[config.mk]
export PLATFORM = sky130hd
export DESIGN_NAME = lmb_bram_port_ctrl_flat
export DESIGN_NICKNAME = d
export VERILOG_FILES = /design/src/rtl/lmb_bram_pkg.sv /design/src/rtl/lmb_bram_port_ctrl_if.sv /design/src/rtl/lmb_addr_decode.sv /design/src/rtl/lmb_bram_port_ctrl.sv /design/src/flat_wrapper.sv
export SDC_FILE = /design/constraint.sdc
export NUM_CORES = 1
export LEC_CHECK = 0
export CAP_MARGIN = 25
export CORE_MARGIN = 2
export CORE_UTILIZATION = 41
export CTS_BUF_LIST = sky130_fd_sc_hd__clkbuf_4
export DETAILED_ROUTE_END_ITERATION = 10
export PLACE_DENSITY = 0.84
export SETUP_SLACK_MARGIN = 0.1
export SLEW_MARGIN = 30
export SYNTH_ARGS = -nofsm -noshare
export SYNTH_HDL_FRONTEND = slang
export SYNTH_SLANG_ARGS = --single-unit
[constraint.sdc]
create_clock -name BRAM_Clk -period 4 [get_ports BRAM_Clk]
set_input_delay 0.8 -clock BRAM_Clk [delete_from_list [all_inputs] [get_ports BRAM_Clk]]
set_output_delay 0.8 -clock BRAM_Clk [all_outputs]
set_load 0.005 [all_outputs]
[src/rtl/lmb_bram_pkg.sv]
// Shared definitions for the LMB-to-BRAM port controller.
// Latency: n/a (types, constants and helper functions only).
// Backpressure: n/a.
package lmb_bram_pkg;

    // Controller FSM encoding; ST_RD_OREG is only reachable with LMB_BRAM_OUTREG_EN.
    typedef enum logic [2:0] {
        ST_IDLE    = 3'd0,
        ST_ACCESS  = 3'd1,
        ST_RD_WAIT = 3'd2,
        ST_RD_OREG = 3'd3,
        ST_RESP    = 3'd4
    } state_t;

    // Byte lanes per word and the matching number of ignored address LSBs.
    localparam int unsigned NUM_WE    = 4;
    localparam int unsigned WORD_LSBS = $clog2(NUM_WE);

    // Clears the byte-offset bits of an address; n_we must be a power of two.
    function automatic logic [31:0] word_addr_mask(input int unsigned n_we);
        return ~(32'(n_we) - 32'd1);
    endfunction

    localparam logic [31:0] WORD_ADDR_MASK = word_addr_mask(NUM_WE);

    // Inclusive top byte address of a window, one bit wider so it cannot wrap.
    function automatic logic [32:0] window_top(input logic [31:0] base, input int unsigned size);
        return {1'b0, base} + 33'(size) - 33'd1;
    endfunction

endpackage

[src/rtl/lmb_bram_port_ctrl_if.sv]
// Host request/response channel plus BRAM port signals, bit order [0:N] (bit 0 is the MSB).
// Latency: n/a (wiring only).
// Backpressure: Req_Valid/Req_Ready and Rsp_Valid/Rsp_Ready handshakes.
interface lmb_bram_port_ctrl_if #(
    parameter int C_PORT_DWIDTH = 32,
    parameter int C_PORT_AWIDTH = 32,
    parameter int C_NUM_WE      = 4
);
    logic                     Req_Valid;
    logic                     Req_Ready;
    logic [0:C_NUM_WE-1]      Req_WE;
    logic [0:C_PORT_AWIDTH-1] Req_Addr;
    logic [0:C_PORT_DWIDTH-1] Req_Data;
    logic                     Rsp_Valid;
    logic                     Rsp_Ready;
    logic [0:C_PORT_DWIDTH-1] Rsp_Data;
    logic                     Rsp_Err;
    logic                     BRAM_EN;
    logic [0:C_NUM_WE-1]      BRAM_WEN;
    logic [0:C_PORT_AWIDTH-1] BRAM_Addr;
    logic [0:C_PORT_DWIDTH-1] BRAM_Dout;
    logic [0:C_PORT_DWIDTH-1] BRAM_Din;

    // Controller view: serves the host, drives the BRAM port.
    modport slave (
        input  Req_Valid, Req_WE, Req_Addr, Req_Data, Rsp_Ready, BRAM_Din,
        output Req_Ready, Rsp_Valid, Rsp_Data, Rsp_Err,
               BRAM_EN, BRAM_WEN, BRAM_Addr, BRAM_Dout
    );

    // Host plus BRAM view.
    modport master (
        output Req_Valid, Req_WE, Req_Addr, Req_Data, Rsp_Ready, BRAM_Din,
        input  Req_Ready, Rsp_Valid, Rsp_Data, Rsp_Err,
               BRAM_EN, BRAM_WEN, BRAM_Addr, BRAM_Dout
    );
endinterface

[src/rtl/lmb_addr_decode.sv]
// Window check: hit when C_BASEADDR <= addr <= C_BASEADDR+C_MEMSIZE-1 (unsigned, no wrap).
// Latency: combinational.
// Backpressure: none.
module lmb_addr_decode
    import lmb_bram_pkg::*;
#(
    parameter logic [31:0] C_BASEADDR    = 32'h0000_0000,
    parameter int unsigned C_MEMSIZE     = 'h2000,
    parameter int          C_PORT_AWIDTH = 32
) (
    input  logic [0:C_PORT_AWIDTH-1] addr,
    output logic                     hit
);
    localparam logic [32:0] WIN_LO = {1'b0, C_BASEADDR};
    localparam logic [32:0] WIN_HI = window_top(C_BASEADDR, C_MEMSIZE);

    logic [32:0] addr_ext;

    // Compare in 33 bits so a window ending at 0xFFFF_FFFF does not wrap.
    always_comb begin
        addr_ext = 33'(addr);
        hit      = (addr_ext >= WIN_LO) && (addr_ext <= WIN_HI);
    end
endmodule

[src/rtl/lmb_bram_port_ctrl.sv]
// Host valid/ready requests to single BRAM port accesses, one outstanding; optional LMB_BRAM_OUTREG_EN.
// Latency accept->Rsp_Valid: read 3 (4 with LMB_BRAM_OUTREG_EN), write 2, out-of-window 1 cycle.
// Backpressure: Req_Ready low from accept until the response is taken; response held while Rsp_Ready=0.
module lmb_bram_port_ctrl
    import lmb_bram_pkg::*;
#(
    parameter logic [31:0] C_BASEADDR    = 32'h0000_0000,
    parameter int unsigned C_MEMSIZE     = 'h2000,
    parameter int          C_PORT_DWIDTH = 32,
    parameter int          C_PORT_AWIDTH = 32,
    parameter int          C_NUM_WE      = 4
) (
    input  logic                BRAM_Clk,
    input  logic                BRAM_Rst,
    lmb_bram_port_ctrl_if.slave bus
);
    localparam logic [C_PORT_AWIDTH-1:0] ADDR_MASK = C_PORT_AWIDTH'(word_addr_mask(C_NUM_WE));

    state_t                   state, state_nxt;
    logic                     hit, accept, rsp_take, is_rd;
    logic [0:C_NUM_WE-1]      req_we;
    logic                     req_err;
    logic                     req_ready_q, rsp_valid_q, rsp_err_q, bram_en_q;
    logic [0:C_NUM_WE-1]      bram_wen_q;
    logic [0:C_PORT_AWIDTH-1] bram_addr_q;
    logic [0:C_PORT_DWIDTH-1] bram_dout_q, rsp_data_q;

    lmb_addr_decode #(
        .C_BASEADDR   (C_BASEADDR),
        .C_MEMSIZE    (C_MEMSIZE),
        .C_PORT_AWIDTH(C_PORT_AWIDTH)
    ) u_addr_decode (
        .addr(bus.Req_Addr),
        .hit (hit)
    );

    assign accept   = bus.Req_Valid && req_ready_q;
    assign rsp_take = rsp_valid_q && bus.Rsp_Ready;
    assign is_rd    = ~|req_we;

    // State register.
    always_ff @(posedge BRAM_Clk or posedge BRAM_Rst) begin
        if (BRAM_Rst) state <= ST_IDLE;
        else          state <= state_nxt;
    end

    // Next-state: in-window requests go through ACCESS, misses go straight to RESP.
    always_comb begin
        state_nxt = state;
        case (state)
            ST_IDLE:    if (accept) state_nxt = hit ? ST_ACCESS : ST_RESP;
            ST_ACCESS:  state_nxt = is_rd ? ST_RD_WAIT : ST_RESP;
`ifdef LMB_BRAM_OUTREG_EN
            ST_RD_WAIT: state_nxt = ST_RD_OREG;
`else
            ST_RD_WAIT: state_nxt = ST_RESP;
`endif
            ST_RD_OREG: state_nxt = ST_RESP;
            ST_RESP:    if (rsp_take) state_nxt = ST_IDLE;
            default:    state_nxt = ST_IDLE;
        endcase
    end

    // Registered outputs and request latch; outputs follow the state one edge later, so
    // BRAM_Din (valid the cycle after the EN cycle) is sampled on the edge that raises Rsp_Valid.
    always_ff @(posedge BRAM_Clk or posedge BRAM_Rst) begin
        if (BRAM_Rst) begin
            req_ready_q <= 1'b0;
            req_we      <= '0;
            req_err     <= 1'b0;
            bram_en_q   <= 1'b0;
            bram_wen_q  <= '0;
            bram_addr_q <= '0;
            bram_dout_q <= '0;
            rsp_valid_q <= 1'b0;
            rsp_data_q  <= '0;
            rsp_err_q   <= 1'b0;
        end else begin
            req_ready_q <= (state_nxt == ST_IDLE);
            bram_en_q   <= (state == ST_ACCESS);
            bram_wen_q  <= (state == ST_ACCESS) ? req_we : '0;
            if (accept) begin
                req_we      <= bus.Req_WE;
                req_err     <= !hit;
                bram_addr_q <= bus.Req_Addr & ADDR_MASK;
                bram_dout_q <= bus.Req_Data;
            end
            if (state == ST_RESP) begin
                if (!rsp_valid_q) begin
                    rsp_valid_q <= 1'b1;
                    rsp_err_q   <= req_err;
                    rsp_data_q  <= (is_rd && !req_err) ? bus.BRAM_Din : '0;
                end else if (bus.Rsp_Ready) begin
                    rsp_valid_q <= 1'b0;
                    rsp_err_q   <= 1'b0;
                    rsp_data_q  <= '0;
                end
            end
        end
    end

    assign bus.Req_Ready = req_ready_q;
    assign bus.Rsp_Valid = rsp_valid_q;
    assign bus.Rsp_Data  = rsp_data_q;
    assign bus.Rsp_Err   = rsp_err_q;
    assign bus.BRAM_EN   = bram_en_q;
    assign bus.BRAM_WEN  = bram_wen_q;
    assign bus.BRAM_Addr = bram_addr_q;
    assign bus.BRAM_Dout = bram_dout_q;
endmodule

[src/flat_wrapper.sv]
// flat-port wrapper written by rule: the top's interface ports become plain ports
module lmb_bram_port_ctrl_flat import lmb_bram_pkg::*;
#(
    parameter logic [31:0] C_BASEADDR    = 32'h0000_0000,
    parameter int unsigned C_MEMSIZE     = 'h2000,
    parameter int          C_PORT_DWIDTH = 32,
    parameter int          C_PORT_AWIDTH = 32,
    parameter int          C_NUM_WE      = 4
)
  (BRAM_Clk, BRAM_Rst, bus_Req_Valid, bus_Req_WE, bus_Req_Addr, bus_Req_Data, bus_Rsp_Ready, bus_BRAM_Din, bus_Req_Ready, bus_Rsp_Valid, bus_Rsp_Data, bus_Rsp_Err, bus_BRAM_EN, bus_BRAM_WEN, bus_BRAM_Addr, bus_BRAM_Dout);
  lmb_bram_port_ctrl_if #(.C_PORT_DWIDTH(C_PORT_DWIDTH), .C_PORT_AWIDTH(C_PORT_AWIDTH), .C_NUM_WE(C_NUM_WE)) bus_i ();
  input  logic BRAM_Clk;
  input  logic BRAM_Rst;
  input wire logic [$bits(bus_i.Req_Valid)-1:0] bus_Req_Valid;
  input wire logic [$bits(bus_i.Req_WE)-1:0] bus_Req_WE;
  input wire logic [$bits(bus_i.Req_Addr)-1:0] bus_Req_Addr;
  input wire logic [$bits(bus_i.Req_Data)-1:0] bus_Req_Data;
  input wire logic [$bits(bus_i.Rsp_Ready)-1:0] bus_Rsp_Ready;
  input wire logic [$bits(bus_i.BRAM_Din)-1:0] bus_BRAM_Din;
  output wire logic [$bits(bus_i.Req_Ready)-1:0] bus_Req_Ready;
  output wire logic [$bits(bus_i.Rsp_Valid)-1:0] bus_Rsp_Valid;
  output wire logic [$bits(bus_i.Rsp_Data)-1:0] bus_Rsp_Data;
  output wire logic [$bits(bus_i.Rsp_Err)-1:0] bus_Rsp_Err;
  output wire logic [$bits(bus_i.BRAM_EN)-1:0] bus_BRAM_EN;
  output wire logic [$bits(bus_i.BRAM_WEN)-1:0] bus_BRAM_WEN;
  output wire logic [$bits(bus_i.BRAM_Addr)-1:0] bus_BRAM_Addr;
  output wire logic [$bits(bus_i.BRAM_Dout)-1:0] bus_BRAM_Dout;
  assign bus_i.Req_Valid = bus_Req_Valid;
  assign bus_i.Req_WE = bus_Req_WE;
  assign bus_i.Req_Addr = bus_Req_Addr;
  assign bus_i.Req_Data = bus_Req_Data;
  assign bus_i.Rsp_Ready = bus_Rsp_Ready;
  assign bus_i.BRAM_Din = bus_BRAM_Din;
  assign bus_Req_Ready = bus_i.Req_Ready;
  assign bus_Rsp_Valid = bus_i.Rsp_Valid;
  assign bus_Rsp_Data = bus_i.Rsp_Data;
  assign bus_Rsp_Err = bus_i.Rsp_Err;
  assign bus_BRAM_EN = bus_i.BRAM_EN;
  assign bus_BRAM_WEN = bus_i.BRAM_WEN;
  assign bus_BRAM_Addr = bus_i.BRAM_Addr;
  assign bus_BRAM_Dout = bus_i.BRAM_Dout;
  lmb_bram_port_ctrl #(.C_BASEADDR(C_BASEADDR), .C_MEMSIZE(C_MEMSIZE), .C_PORT_DWIDTH(C_PORT_DWIDTH), .C_PORT_AWIDTH(C_PORT_AWIDTH), .C_NUM_WE(C_NUM_WE)) u_core (.BRAM_Clk(BRAM_Clk), .BRAM_Rst(BRAM_Rst), .bus(bus_i));
endmodule
==> Implementation_results.wiki, run 1 <==
{| class="wikitable"
! Metric !! Value
|-
| Clock Skews || 0.01153 ns
|-
| Run status || completed
|-
| Reg power frac || 45.7%
|-
| Tcrit/Tclk final || 58.26%
|-
| Kind of cell adding the most delay to the critical path || buffers and inverters
|-
| Net switching power of the design || 0.001078 W
|-
| Library cell contributing the largest single delay on the critical path || clkdlybuf4s50_1
|-
| Routed vias/inst || 4.947
|-
| Unrepaired setup endpoints after global routing || false
|-
| TritonCTS clock tree || done
|-
| Start point of the worst hold path || u_core.bus.BRAM_Dout[5]
|-
| Critical-path cell list || clkdlybuf4s50_1
|-
| Critical path class || flop to output port
|-
| Number of design-rule violations left by the first detailed-router iteration || 127
|-
| Setup crit end kind || output port
|-
| Maximum number of pins on one net before global-route repair || 75
|-
| I/O pin count || 208
|-
| Total internal power || 0.002693 W
|-
| Instance count of the mapped netlist || 261
|-
| Final-stage net count || 567
|-
| DRC || 0
|-
| Deepest level of the CTS H-tree || 3
|-
| CTS buffer count || 9
|-
| Global-route wire length before repair || 16,730 um
|-
| Largest fanout on the critical path || 6
|-
| Detailed-placement wirelength estimate || 7497 um
|-
| # diodes || 0
|-
| Number of gates given a new drive strength after cts || 0
|-
| Area of the multi-input gates || 1296 um^2
|-
| Number of antenna violations at the first check in global routing || 0
|-
| Initial standard-cell utilization of the core || 42.42%
|-
| GRT Resource Usage Total || 19.20%
|-
| Leakage || 2.731 nW
|-
| Top-area cell type share of the netlist area || 66.39%
|-
| Buffer levels on the longest clock path || 2
|-
| Post-Synthesis Mean Instance Area || 15.89 um^2
|-
| Crit-path max cell delay || 0.59 ns
|-
| Area growth from synthesis to layout || 54.50%
|-
| R2r startpoint || u_core.bus.Req_Ready
|-
| Count of state elements after synthesis || 110
|-
| Clock period minus worst slack || 2.331 ns
|-
| Part of the Yosys area used for sequential elements || 66.39%
|-
| Max-cap violations || 0
|-
| Clock-pin slew of the registers on the worst-case setup and hold paths || 0.16 ns
|-
| Per-cell routed wire length || 16.99 um
|-
| Final number of hold-violating endpoints || 0
|-
| Crit path buffers/inverters || 1
|-
| Number of different library cells in the post-synthesis netlist || 27
|-
| Filler cells || 748
|-
| Endpoint required time on the critical path || 3.20 ns
|-
| Cell at the root of the clock tree || clkbuf_4
|-
| Via count || 2,973
|-
| Final Power || 0.003771 W
|-
| Post-route setup TNS || 0 ns
|-
| Total of hold buffers inserted after clock tree synthesis || 0
|-
| Data arrival time of the critical path || 1.53 ns
|-
| Synthesis Warnings || 0
|-
| Worst ir drop on vdd || 328.5 uV
|-
| Worst-Skew Late Latency || 0.44 ns
|-
| Placement row count || 36
|-
| Floorplan core area || 9774 um^2
|-
| Max Transition Viols Final || 0
|-
| Die Wd || 104.6 um
|-
| Worst min-delay path category || flop to flop
|-
| R2R cell count || 3
|-
| Pre-CTS setup slack || 1.268 ns
|-
| Worst Tran Pin Value || 0.9097 ns
|-
| Remaining global-route overflow || 0
|-
| Final-report setup violation count || 0
|-
| Summed area of non-filler cells in the final layout || 6406 um^2
|-
| Combinational share of power || 41.2%
|-
| Register area || 2753 um^2
|-
| Switching share of power || 28.59%
|-
| First-pass iteration count of the detailed router || 6
|-
| Total detailed-routing wirelength || 10,210 um
|-
| Clock Power Share || 13.1%
|-
| Worst setup path startpoint || u_core.bus.Rsp_Valid
|-
| Sink Count || 110
|-
| Number of global-route vias before repair || 3,257
|-
| Total setup buffers inserted after CTS || 0
|-
| Area of the die || 10,930 um^2
|-
| Fraction of layout cells with a size suffix above 1 || 25.43%
|-
| Count of input and output buffers || 203
|-
| Type of origin of the critical path || flop
|-
| Areal power density over the cells || 588.7 nW/um^2
|-
| Slew Limit Headroom || 39.35%
|-
| Setup slack after layout || 1.669 ns
|-
| Cell accounting for the most synthesized area || dfrtp_1
|-
| Post-route ant nets || 0
|-
| Achievable Freq || 0.4291 GHz
|-
| Summed instance area of the synthesized netlist || 4146 um^2
|-
| Routability congestion estimate || 0.7717
|-
| Area contributors post-synth || dfrtp_1, mux2_2, a22o_2
|-
| Floorplan die height || 104.6 um
|-
| Total number of cells along the worst setup path || 1
|-
| Cell area after placement || 6289 um^2
|-
| Number of cells on the worst hold path || 1
|}
==> cells by family after synthesis <==
logic type | count (synthesis) | share of synthesized area (%)
other cells | 1 | 0.09044
buf+inv | 17 | 2.625
flops | 110 | 66.39
compound gates | 37 | 8.449
simple gates | 30 | 4.527
mux | 66 | 17.92
==> power by group through the flow <==
stage	Sequential [W]	Combinational [W]	Clock, W
global placement	0.00173	0.00154	0
detailed placement	0.00176	0.00157	0
global route	0.00179	0.00167	0.000567
CTS	0.00173	0.00158	0.000518
floorplan	0.00175	0.000594	0
finish	0.00172	0.00155	0.000493
==> path summary, 6_finish.rpt <==
kind	end	slack, ns
max in group asynchronous	u_core.req_we[1]	2.51
max reg2reg	u_core.state[2]	2.15
max	bus_Rsp_Valid	1.67
min in group asynchronous	u_core.bus.BRAM_Dout[21]	0.84
min reg2reg	u_core.bus.BRAM_Dout[5]	0.52
min	u_core.bus.BRAM_Dout[5]	0.52
==> cells in the mapped netlist, drive strengths merged <==
| cell type | n |
|---|---|
| and2 | 4 |
| a21oi | 1 |
| and2b | 1 |
| nand4 | 1 |
| nor4bb | 1 |
| nor3b | 1 |
| o21ai | 2 |
| nand3 | 2 |
| nor4 | 6 |
| inv | 1 |
| mux2 | 66 |
| conb | 1 |
| nand2 | 9 |
| or4 | 2 |
| clkbuf | 3 |
| nand2b | 1 |
| o221ai | 1 |
| dfrtp | 110 |
| buf | 13 |
| a22o | 33 |
| nor2 | 2 |
==> stage by stage <==
step	instances	util, %	hold slack [ns]
final	601	65.54	0.5224
after global routing	601	65.54	0.5444
after CTS	601	65.51	0.5282
after detailed placement	585	64.34	0.4911
after global placement	585	64.34	0.4854
after floorplan	262	-	0.4715
==> routing by layer <==
layer  share of wire (%)  GRT usage (%)  vias to the layer above
met1                  39          22.59                     1494
met5                   0              0                        -
met4                 1.9          4.923                        0
li1                    -              -                     1341
met2                  51          33.15                      122
met3                 7.5          7.174                       16
==> sequential cells by signal, summed over array words and instances, names as in the netlist <==
signal / flops
u_core.bus.Rsp_Valid: 1
u_core.bus.Rsp_Err: 1
u_core.req_we: 4
u_core.bus.BRAM_Dout: 32
u_core.bus.BRAM_EN: 1
u_core.bus.BRAM_WEN: 4
u_core.bus.BRAM_Addr: 30
u_core.bus.Req_Ready: 1
u_core.state: 3
u_core.bus.Rsp_Data: 32
u_core.req_err: 1
==> placed cells by master, fill, tap and decap left out <==
cell / n
o221ai_1: 1
and2b_2: 1
inv_6: 4
o21ai_0: 2
clkinv_1: 2
nand3_1: 2
clkinv_4: 1
nand2_4: 1
clkbuf_4: 9
clkdlybuf4s50_1: 203
and2_2: 1
and2_1: 3
dfrtp_1: 110
or4_1: 1
nand2b_1: 1
nor4_1: 5
a22o_1: 3
nand2_1: 8
mux2_2: 66
a22o_2: 30
nor4bb_1: 1
a21oi_1: 1
buf_4: 2
buf_12: 1
nand4_1: 1
or4_4: 1
nor2_1: 2
nor3b_1: 1
conb_1: 2
nor4_4: 1
clkinv_2: 1
==> cell type report <==
| cell class | instances | share of cell area, % |
|---|---|---|
| clock buffer | 9 | 1.055 |
| clock inverter | 7 | 0.7422 |
| inverter | 1 | 0.1367 |
| multi-input combinational | 135 | 20.23 |
| sequential | 110 | 42.97 |
| tap | 133 | 2.598 |
| timing repair buffer | 206 | 32.27 |
No activity file was read; power rests on OpenSTA's default activity.
==> run 2: changes to the inputs <==
--- a/config.mk
+++ b/config.mk
@@ -7,10 +7,10 @@
 export LEC_CHECK = 0
 export CAP_MARGIN = 25
 export CORE_MARGIN = 2
-export CORE_UTILIZATION = 41
+export CORE_UTILIZATION = 37
 export CTS_BUF_LIST = sky130_fd_sc_hd__clkbuf_4
 export DETAILED_ROUTE_END_ITERATION = 10
-export PLACE_DENSITY = 0.84
+export PLACE_DENSITY = 0.8
 export SETUP_SLACK_MARGIN = 0.1
 export SLEW_MARGIN = 30
 export SYNTH_ARGS = -nofsm -noshare
==> constraint.sdc (replaced) <==
create_clock -name BRAM_Clk -period 2.1 [get_ports BRAM_Clk]
set_input_delay 0.42 -clock BRAM_Clk [delete_from_list [all_inputs] [get_ports BRAM_Clk]]
set_output_delay 0.42 -clock BRAM_Clk [all_outputs]
set_load 0.005 [all_outputs]
==> Implementation_results.wiki, run 2 (synthesis gave the netlist of run 1 again) <==
{| class="wikitable"
! Metric !! Value
|-
| Cell at the root of the clock tree || clkbuf_4 (unchanged)
|-
| Worst min-delay path category || input port to async pin (was flop to flop)
|-
| Met3 wire len || 880 um (was 761 um)
|-
| Commonest non-fill, non-tap cell in the layout || clkdlybuf4s50_1 (unchanged)
|-
| Setup crit end kind || output port (unchanged)
|-
| Number of global-route vias before repair || 3,195 (was 3,257)
|-
| Sink Count || 110 (unchanged)
|-
| Largest fanout on the critical path || 6 (unchanged)
|-
| Kind of cell adding the most delay to the critical path || buffers and inverters (unchanged)
|-
| Detailed-route wire length on metal 1 || 3786 um (was 4018 um)
|-
| Global-route wire length before repair || 15,490 um (was 16,730 um)
|-
| Type of origin of the critical path || flop (unchanged)
|-
| Final-stage net count || 573 (was 567)
|-
| Area of the die || 12,070 um^2 (was 10,930 um^2)
|-
| GRT Resource Usage Total || 16.62% (was 19.20%)
|-
| Unrepaired setup endpoints after global routing || false (unchanged)
|-
| Number of antenna violations at the first check in global routing || 0 (unchanged)
|-
| Total setup buffers inserted after CTS || 0 (unchanged)
|-
| Detailed-placement wirelength estimate || 7669 um (was 7497 um)
|-
| Total detailed-routing wirelength || 9991 um (was 10,210 um)
|-
| Routed wl met2 || 5243 um (was 5238 um)
|-
| Fraction of layout cells with a size suffix above 1 || 26.58% (was 25.43%)
|-
| TritonCTS clock tree || done (unchanged)
|-
| Clock Skews || 0.01970 ns (was 0.01153 ns)
|-
| Number of design-rule violations left by the first detailed-router iteration || 112 (was 127)
|-
| Routability congestion estimate || 0.7271 (was 0.7717)
|-
| Deepest level of the CTS H-tree || 3 (unchanged)
|-
| Worst Tran Pin Value || 0.5515 ns (was 0.9097 ns)
|-
| Crit path buffers/inverters || 1 (unchanged)
|-
| Run status || completed (unchanged)
|-
| # diodes || 0 (unchanged)
|-
| Final hold slack || 0.3437 ns (was 0.5224 ns)
|-
| Leakage || 2.761 nW (was 2.731 nW)
|-
| End of the worst register-to-register path || u_core.bus.Rsp_Data[13] (was u_core.state[2])
|-
| Crit-path max cell delay || 0.57 ns (was 0.59 ns)
|-
| Via count || 2,970 (was 2,973)
|-
| Post-route ant nets || 0 (unchanged)
|-
| Critical-path cell list || clkdlybuf4s50_1 (unchanged)
|-
| Slew Limit Headroom || 63.16% (was 39.35%)
|-
| Count of input and output buffers || 203 (unchanged)
|-
| Max Transition Viols Final || 0 (unchanged)
|-
| Maximum number of pins on one net before global-route repair || 46 (was 75)
|-
| Finished Core Util || 59.69% (was 65.54%)
|-
| I/O pin count || 208 (unchanged)
|-
| Number of gates given a new drive strength after cts || 0 (unchanged)
|-
| Endpoint required time on the critical path || 1.68 ns (was 3.20 ns)
|-
| R2r startpoint || u_core.req_we[3] (was u_core.bus.Req_Ready)
|-
| DRC || 0 (unchanged)
|-
| Top routing layer in use || met4 (unchanged)
|-
| Clock period minus worst slack || 1.896 ns
|-
| Routed vias/inst || 4.837 (was 4.947)
|-
| Achievable Freq || 0.5273 GHz
|-
| Floorplan core area || 10,890 um^2 (was 9774 um^2)
|-
| Die Wd || 109.9 um (was 104.6 um)
|-
| Clock-pin slew of the registers on the worst-case setup and hold paths || 0.16 ns (about the same)
|-
| Worst ir drop on vdd || 619.2 uV (was 328.5 uV)
|-
| Buffer levels on the longest clock path || 2 (unchanged)
|-
| Max-cap violations || 0 (unchanged)
|-
| Remaining global-route overflow || 0 (unchanged)
|-
| Final-report setup violation count || 0 (unchanged)
|-
| Final number of hold-violating endpoints || 0 (unchanged)
|-
| First-pass iteration count of the detailed router || 5 (was 6)
|-
| Floorplan die height || 109.9 um (was 104.6 um)
|-
| Per-cell routed wire length || 16.27 um (was 16.99 um)
|-
| CTS buffer count || 9 (unchanged)
|-
| Initial standard-cell utilization of the core || 38.08% (was 42.42%)
|-
| Data arrival time of the critical path || 1.48 ns (was 1.53 ns)
|-
| Filler cells || 931 (was 748)
|-
| R2R cell count || 4 (was 3)
|-
| Area growth from synthesis to layout || 56.73% (was 54.50%)
|-
| Library cell contributing the largest single delay on the critical path || clkdlybuf4s50_1 (unchanged)
|-
| Worst-Skew Late Latency || 0.43 ns (was 0.44 ns)
|-
| Setup slack, reg-to-reg || 0.35 ns (was 2.15 ns)
|-
| Tcrit/Tclk final || 90.30%
|-
| Areal power density over the cells || 1110 nW/um^2 (was 588.7 nW/um^2)
|-
| Commonest cells after routing, fill and taps aside || clkdlybuf4s50_1, dfrtp_1, mux2_2, a22o_2, clkbuf_4 (unchanged)
|-
| Critical path class || flop to output port (unchanged)
|-
| Total of hold buffers inserted after clock tree synthesis || 0 (unchanged)
|-
| Placement row count || 38 (was 36)
|}
==> run 2: worst max-delay path by stage <==
stage	end	depth (start not counted)	from
after CTS	bus_Rsp_Valid	1	u_core.bus.Rsp_Valid
after global routing	bus_Rsp_Valid	1	u_core.bus.Rsp_Valid
after global placement	u_core.state[0]	6	bus_Req_Addr[20]
after floorplan	u_core.bus.BRAM_Addr[0]	1	BRAM_Rst
after detailed placement	u_core.state[0]	6	bus_Req_Addr[20]
final	bus_Rsp_Valid	1	u_core.bus.Rsp_Valid
==> run 2: through the flow <==
step	instance area [um^2]	setup slack, ns	setup TNS (ns)	power [W]	std cells
final	6499	0.2037	0	0.007215	614
after global placement	6376	-0.05576	-0.07834	0.006254	598
after detailed placement	6376	-0.1682	-0.2287	0.006383	598
after CTS	6499	0.1534	0	0.007350	614
after floorplan	4154	0.3505	0	0.004472	262
after global routing	6499	0.1035	0	0.007674	614
==> run 2: report_power, final <==
| group | switching, W | internal, W | total, W | leakage [nW] |
|---|---|---|---|---|
| clock network | 0.000670 | 0.000267 | 0.000937 | 0.0622 |
| logic | 0.000946 | 0.00204 | 0.00299 | 1.32 |
| registers | 0.000428 | 0.00286 | 0.00329 | 1.38 |
==> run 2: final cells by class <==
class | instances | area [um^2] | share of cell area (%)
Sequential cell | 110 | 2753 | 42.36
Inverter | 1 | 7.507 | 0.1155
Tap cell | 140 | 175.2 | 2.695
Timing Repair Buffer | 212 | 2150 | 33.08
Multi-Input combinational cell | 135 | 1291 | 19.87
Clock inverter | 6 | 47.55 | 0.7316
Clock buffer | 10 | 75.07 | 1.155
==> run 2: per-layer routing <==
layer  track usage [%]  up-vias
met4             3.797        0
met2             30.06      116
met5                 0        -
li1                  -     1364
met1             18.43     1483
met3             6.283        7
